[config.mk]
export PLATFORM = sky130hd
export DESIGN_NAME = can_size_sequencer
export DESIGN_NICKNAME = d
export VERILOG_FILES = /design/src/rtl/can_size_sequencer.sv
export SDC_FILE = /design/constraint.sdc
export NUM_CORES = 1
export LEC_CHECK = 0
export ABC_AREA = 1
export BUFFER_PORTS_ARGS = -buffer_cell sky130_fd_sc_hd__buf_4
export CAP_MARGIN = 20
export CORE_MARGIN = 2
export CORE_UTILIZATION = 56
export CTS_BUF_LIST = sky130_fd_sc_hd__clkbuf_16
export CTS_CLUSTER_SIZE = 10
export DETAILED_ROUTE_END_ITERATION = 8
export PLACE_DENSITY = 0.78
export RECOVER_POWER = 50
export SLEW_MARGIN = 30
export SYNTH_ARGS = -nofsm -noshare
export SYNTH_HDL_FRONTEND = slang
export SYNTH_SLANG_ARGS = --single-unit
[constraint.sdc]
create_clock -name clk -period 1.7 [get_ports clk]
set_input_delay 0.34 -clock clk [delete_from_list [all_inputs] [get_ports clk]]
set_output_delay 0.34 -clock clk [all_outputs]
set_load 0.005 [all_outputs]
[src/rtl/can_size_sequencer.sv]
// Per-frame sequencer for one sizeDetect instance: synchronises CAN RX, detects bus idle,
// hard-syncs a bit timer on SOF, drives the detector and latches the resulting DLC.
module can_size_sequencer #(
   parameter int unsigned CLKS_PER_BIT = 50,
   parameter int unsigned SAMPLE_PT    = 35,
   parameter int unsigned IDLE_BITS    = 11,
   parameter int unsigned TIMEOUT_BITS = 40
) (
   input  logic       clk,
   input  logic       reset,
   input  logic       ctrl_en,
   input  logic       triple_sample,
   input  logic       rx_in,
   output logic       sd_din,
   output logic       sd_sample_pulse,
   output logic       sd_rate_sel,
   output logic       sd_enable,
   output logic       sd_resetN,
   input  logic       sd_complete,
   input  logic [3:0] sd_msg_size,
   output logic       armed,
   output logic       busy,
   output logic       size_valid,
   output logic [3:0] msg_size,
   output logic [3:0] data_bytes,
   output logic       timeout_err
);

   localparam int unsigned IDLE_W    = $clog2(IDLE_BITS*CLKS_PER_BIT+1);
   localparam int unsigned CNT_W     = $clog2(CLKS_PER_BIT);
   localparam int unsigned BIT_W     = $clog2(TIMEOUT_BITS+1);
   localparam int unsigned IDLE_LAST = IDLE_BITS*CLKS_PER_BIT-1;

   typedef enum logic [2:0] {
      S_REARM,
      S_IDLE,
      S_ARMED,
      S_RUN,
      S_DONE,
      S_ERR
   } state_t;

   state_t            state, state_nxt;
   logic              rx_meta, rx_s;
   logic              rearm_cnt;
   logic [IDLE_W-1:0] idle_cnt;
   logic [CNT_W-1:0]  clk_cnt;
   logic [BIT_W-1:0]  bit_cnt;
   logic              clk_wrap, idle_full, timed_out;

   assign clk_wrap  = (clk_cnt == CNT_W'(CLKS_PER_BIT-1));
   assign idle_full = (idle_cnt == IDLE_W'(IDLE_LAST));
   assign timed_out = (bit_cnt == BIT_W'(TIMEOUT_BITS));
   assign sd_din    = rx_s;

   always_ff @(posedge clk) begin
      if (reset) begin
         rx_meta <= 1'b1;
         rx_s    <= 1'b1;
      end else begin
         rx_meta <= rx_in;
         rx_s    <= rx_meta;
      end
   end

   always_ff @(posedge clk) begin
      if (reset) state <= S_REARM;
      else       state <= state_nxt;
   end

   always_comb begin
      state_nxt = state;
      unique case (state)
         S_REARM: if (rearm_cnt) state_nxt = S_IDLE;
         S_IDLE:  if (ctrl_en && rx_s && idle_full) state_nxt = S_ARMED;
         S_ARMED: begin
            if (!ctrl_en)   state_nxt = S_IDLE;
            else if (!rx_s) state_nxt = S_RUN;
         end
         S_RUN: begin
            if (!ctrl_en)         state_nxt = S_REARM;
            else if (sd_complete) state_nxt = S_DONE;
            else if (timed_out)   state_nxt = S_ERR;
         end
         S_DONE:  state_nxt = S_REARM;
         S_ERR:   state_nxt = S_REARM;
         default: state_nxt = S_REARM;
      endcase
   end

   always_comb begin
      armed           = (state == S_ARMED);
      busy            = (state == S_RUN);
      sd_enable       = (state == S_RUN);
      size_valid      = (state == S_DONE);
      timeout_err     = (state == S_ERR);
      sd_resetN       = (state != S_REARM);
      sd_sample_pulse = 1'b0;
      if (state == S_RUN) begin
         if (sd_rate_sel)
            sd_sample_pulse = (clk_cnt == CNT_W'(SAMPLE_PT-2)) ||
                              (clk_cnt == CNT_W'(SAMPLE_PT))   ||
                              (clk_cnt == CNT_W'(SAMPLE_PT+2));
         else
            sd_sample_pulse = (clk_cnt == CNT_W'(SAMPLE_PT));
      end
   end

   always_ff @(posedge clk) begin
      if (reset) begin
         rearm_cnt   <= 1'b0;
         idle_cnt    <= '0;
         clk_cnt     <= '0;
         bit_cnt     <= '0;
         sd_rate_sel <= 1'b0;
         msg_size    <= '0;
         data_bytes  <= '0;
      end else begin
         rearm_cnt <= (state == S_REARM) ? ~rearm_cnt : 1'b0;

         if (state == S_IDLE && ctrl_en && rx_s) idle_cnt <= idle_cnt + 1'b1;
         else                                    idle_cnt <= '0;

         if (state == S_ARMED && ctrl_en && !rx_s) begin
            clk_cnt     <= '0;
            bit_cnt     <= '0;
            sd_rate_sel <= triple_sample;
         end else if (state == S_RUN) begin
            clk_cnt <= clk_wrap ? '0 : clk_cnt + 1'b1;
            // bit_cnt parks at the timeout value rather than wrapping
            if (clk_wrap && !timed_out) bit_cnt <= bit_cnt + 1'b1;
         end

         if (state == S_RUN && ctrl_en && sd_complete) begin
            msg_size   <= sd_msg_size;
            data_bytes <= (sd_msg_size > 4'd8) ? 4'd8 : sd_msg_size;
         end
      end
   end

endmodule

* Yosys cells after proc, flatten, opt, wreduce, memory -nomap -nowiden
Cells that the tools add are included.
Operators by class: add/sub/neg operators 3, multipliers 0, divide/modulo/power cells 0, magnitude comparators 1, eq/ne operators 15, shift operators 0, multiplexer cells 12, bitwise logic cells 3, reductions and logical operators 20
Operators with widths (number):
- $eq A6 B6 Y1 const B | 5
- $mux W3 | 7
- $add A6 B1 Y6 const B | 2
- $pmux W3 S4 | 1
- $add A10 B1 Y10 const B | 1
- $eq A10 B10 Y1 const B | 1
- $logic_and A1 B1 Y1 | 9
- $eq A3 B2 Y1 const B | 2
- $eq A3 B3 Y1 const B | 2
- $mux W6 | 1
- $reduce_or A2 Y1 | 3
- $gt A4 B4 Y1 const B | 1
- $mux W4 | 1
- $ne A2 B2 Y1 const B | 2
- $ne A4 B3 Y1 const B | 1
- $reduce_and A4 Y1 | 1
- $eq A3 B1 Y1 const B | 1
- $logic_not A3 Y1 | 1
- $ne A3 B3 Y1 const B | 1
- $not A1 Y1 | 3
- $reduce_bool A3 Y1 | 1
- $logic_not A1 Y1 | 2
- $logic_or A1 B1 Y1 | 2
- $mux W1 | 2
- $reduce_and A2 Y1 | 1
Word-level totals: flip-flop bits (word level) 37, latch bits 0, RAM bits 0, memory bits (read-only) 0, bits of input ports 10, output and inout port bits 17, logic and storage cells 64, memories kept 0

* Logic depth before layout (Yosys ltp)
word-level depth 5, depth in mapped cells 9, depth with buffers taken out 9

* Least setup slack after synthesis
No wires, ideal clock.
path kind register -> register, start register clk_cnt[0], end register bit_cnt[2], arrival 1199 ps, required time 1630 ps, setup slack 431 ps, stages on the path, launching flop included 8, clock period less this slack 1269 ps, cells stage by stage dfxtp_1 > ha_1 > nand3_1 > nor2_1 > nand3_4 > inv_2 > nand2_1 > a21oi_1
Between the ends: cells in the longest elaborated chain, start to end 3
RTL lines:
- start: declaration | line 47 | logic [CNT_W-1:0] clk_cnt;
- start signal: assignment | line 129 | clk_cnt <= clk_wrap ? '0 : clk_cnt + 1'b1;
- $eq A6 B6 Y1 | line 51 | assign clk_wrap = (clk_cnt == CNT_W'(CLKS_PER_BIT-1));
- $logic_and A1 B1 Y1 | line 131 | if (clk_wrap && !timed_out) bit_cnt <= bit_cnt + 1'b1;
- $reduce_and A2 Y1 (no source line)
- end signal: assignment | line 131
- end: declaration | line 48 | logic [BIT_W-1:0] bit_cnt;
Every way passes these cells. A chain may end at the register's enable or synchronous reset.

* Worst setup path after layout
start register clk_cnt[0], end output port sd_sample_pulse
Between the ends: cells in the longest elaborated chain, start to end 5, elaborated cells between the ends (all ways) 7, those cells by class 3 x eq/ne; 2 x mux; 2 x reduce/logical
RTL lines:
- $eq A6 B6 Y1 (on tied branches) | line 101, 102, 105
- $logic_or A1 B1 Y1 | line 101 | sd_sample_pulse = (clk_cnt == CNT_W'(SAMPLE_PT-2)) ||
- $logic_or A1 B1 Y1 | line 102 | (clk_cnt == CNT_W'(SAMPLE_PT)) ||
- $mux W1 * | line 100 | if (sd_rate_sel)
- $mux W1 * | line 99 | if (state == S_RUN) begin
- end: declaration | line 15 | output logic sd_sample_pulse,
Every way passes the cells marked *; elsewhere a longest branch is shown, timed or not.

==> results.md <==
- Most numerous cell on the critical path: inv_1
- Setup violators final: 0
- Net switching fraction of the power: 26.7%
- Most frequent cells in the layout: 55 x nand2_1, 36 x inv_1, 33 x dfxtp_1, 32 x nor2_1, 26 x nand3_1
- CTS tree: yes
- Critical path class: reg2out
- Synth warn: 0
- Worst path max stage delay: 0.36 ns
- Met3 Track Usage GR: 7.04%
- Post-route cell area: 2230 um^2
- Leading cell type in the layout, fill and taps excluded: nand2_1
- Period Utilization, post-route: 93.3%
- PD cells: 982 nW/um^2
- Core Util, Final: 67.9%
- Share of the synthesized area in the top cell type: 39.4%
- Post-synth cell types: 30
- Met2 usage: 33.6%
- Sequential element share of the synthesized area: 39.4%
- Final Non-Filler Cells: 335
- Worst rel slew slack: 57.6%
- HP Class: in2reg
- Ant diodes: 0
- Area contributors post-synth: dfxtp_1 39%, nand2_1 11%, inv_1 7.0%
- Number of antenna-violating nets in the routed design: 0
- Fraction of final layout cells sized beyond drive strength 1: 19.4%
- H-tree depth: 2
- Max Fclk: 0.631 GHz
- CP required: 1.36 ns
- PnR worst setup slack: 0.114 ns
- Num rows: 21
- Starting DRT DRC Count: 57
- Leakage: 0.943 nW
- Fin. Hold Viols: 0
- Gpl congestion: 0.798
- Met1 Track Usage GR: 22.7%
- Clk_lat worst skew: 0.28 ns
- Initial core utilization: 57.3%
- Max stage delay cell, worst path: dfxtp_2
- Clock sinks: 37
- Final HPWL from detailed placement: 2640 um
- Arr. time, crit path: 1.25 ns
- VDD IR max: 0.000816 V
- Syn Nets: 273
- DR vias: 1647
- Hold slack final: 0.249 ns
- Antenna violations before repair: 0
- Worst Path Max Fanout: 4
- Via density: 4.92
- Share of total power in the clock network: 40.4%
- Average wire per standard cell: 10.7 um
- Yosys top cell by area: dfxtp_1
- Inserted Clock Buffers: 5
- Root Buffer Master: clkbuf_16
- Nets: 304
- Core area: 3280 um^2
- Cells after synthesis: 257
- Area Growth Syn to Fin: 18.5%
- Die width: 62.0 um
- #FFs+latches synth: 37
- Slew at the pin closest to its max-slew limit: 0.636 ns
- Die area: 3840 um^2
- Mapped cell area: 1880 um^2
- CP startpoint kind: flip-flop
- Sequential power share: 43.6%
- DRC Markers: 0
- Count of input and output buffers: 26
- Worst path cell trace: ha_1 -> inv_1 -> o21ai_0 -> nand4_1 -> inv_1 -> buf_4
- GRT Total Usage: 19.8%
- Combinational share of power: 16.1%
- I/O pin count: 27
- Longest Clk Path Bufs: 2
- Min cycle time layout: 1.59 ns
- Setup Buffers After CTS: 0
- Pre-Repair DR Iteration Count: 4
- Switch Pwr: 0.584 mW
- Vias in the first global route: 1361
- Worst-path clk slew: 0.06 ns
- Max_cap viols: 0
- Tot Pwr: 2.19 mW
- Busiest metal layer after global routing: met2
- Pre-CTS WS: 0.266 ns
- WL final: 3590 um
- Mapped Avg Cell Area: 7.32 um^2
- Unrepaired setup endpoints after global routing: false
- Internal: 1.61 mW
- Placed Area: 2120 um^2
- First-pass GRT wire length: 5510 um
- Layout Skew: 0.00357 ns
- Inst Count DP: 327
- Largest net degree at the start of global routing: 16
- Max-slew violation count: 0
- GR Overflow Total: 0
- Setup TNS: 0 ns
- Status: finished, final reports clean
- Crit. End Element: primary output
- Die height: 62.0 um
-- registers in the layout, summed over array words and instances (netlist names) --
register	cells
idle_cnt	10
data_bytes	4
sd_din	1
state	3
clk_cnt	6
sd_rate_sel	1
rearm_cnt	1
rx_meta	1
msg_size	4
bit_cnt	6
-- what timing repair did --
action / 4_1_cts / 5_1_grt
hold buffers: 0 / 0
setup endpoints to repair: 1 / 1
resized for setup: 1 / 3
-- worst max-delay path, delay by kind of cell (launching register included) --
| kind | cells | cell delay (ns) |
|---|---|---|
| flip-flops | 1 | 0.36 |
| adder cells (fa/ha/maj) | 1 | 0.15 |
| AO/OA/AOI/OAI | 1 | 0.17 |
| buffers and inverters | 3 | 0.20 |
| AND/OR/NAND/NOR | 1 | 0.10 |
-- kinds of logic (layout without fill, tap and decap cells) --
logic type | count (synthesis) | after routing | share of synthesized area (%)
AOI/OAI and AO/OA | 27 | 27 | 7.31
buffers and inverters | 42 | 74 | 8.98
DFF | 37 | 37 | 39.4
adders and majority gates | 6 | 6 | 3.99
and+or+nand+nor | 137 | 137 | 36.6
xor gates and xnor gates | 8 | 8 | 3.72
-- cell type report --
| class | count | area [um^2] |
|---|---|---|
| Timing Repair Buffer | 27 | 195 |
| Tap cell | 46 | 57.6 |
| Clock buffer | 5 | 125 |
| Clock inverter | 3 | 17.5 |
| Multi-Input combinational cell | 178 | 938 |
| Inverter | 39 | 150 |
| Fill cell | 291 | 1050 |
| Sequential cell | 37 | 746 |
-- worst paths after layout --
check	depth (start not counted)	to	startpoint	slack [ns]
hold reg to reg	1	sd_din	rx_meta	0.41
setup reg to reg	7	data_bytes[3]	state[2]	0.22
hold / removal	2	rx_meta	rx_in	0.25
setup / recovery	6	sd_sample_pulse	clk_cnt[0]	0.11
-- cells in the mapped netlist, drive strengths merged --
master / n
dfxtp: 37
clkinv: 1
nand4: 4
a21oi: 21
nand2: 58
clkbuf: 1
xor2: 8
nand3b: 1
o21bai: 1
and2: 1
inv: 38
nor3b: 2
nand3: 27
ha: 6
nor3: 4
nor2: 37
or2: 3
o21ai: 5
buf: 2
-- layer usage --
layer  routed length, um  vias up
li1                    -      880
met1                1680      738
met3                 140        4
met2                1720       25
met4                  44        0
met5                   0        -
-- power groups by stage --
stage	Clock [mW]	Sequential, mW	Combinational, mW
floorplan	0	0.949	0.290
global placement	0	0.971	0.369
detailed placement	0	0.975	0.376
CTS	0.902	0.958	0.378
global route	0.928	0.960	0.400
finish	0.884	0.954	0.352
(Power assumes the default switching activity.)
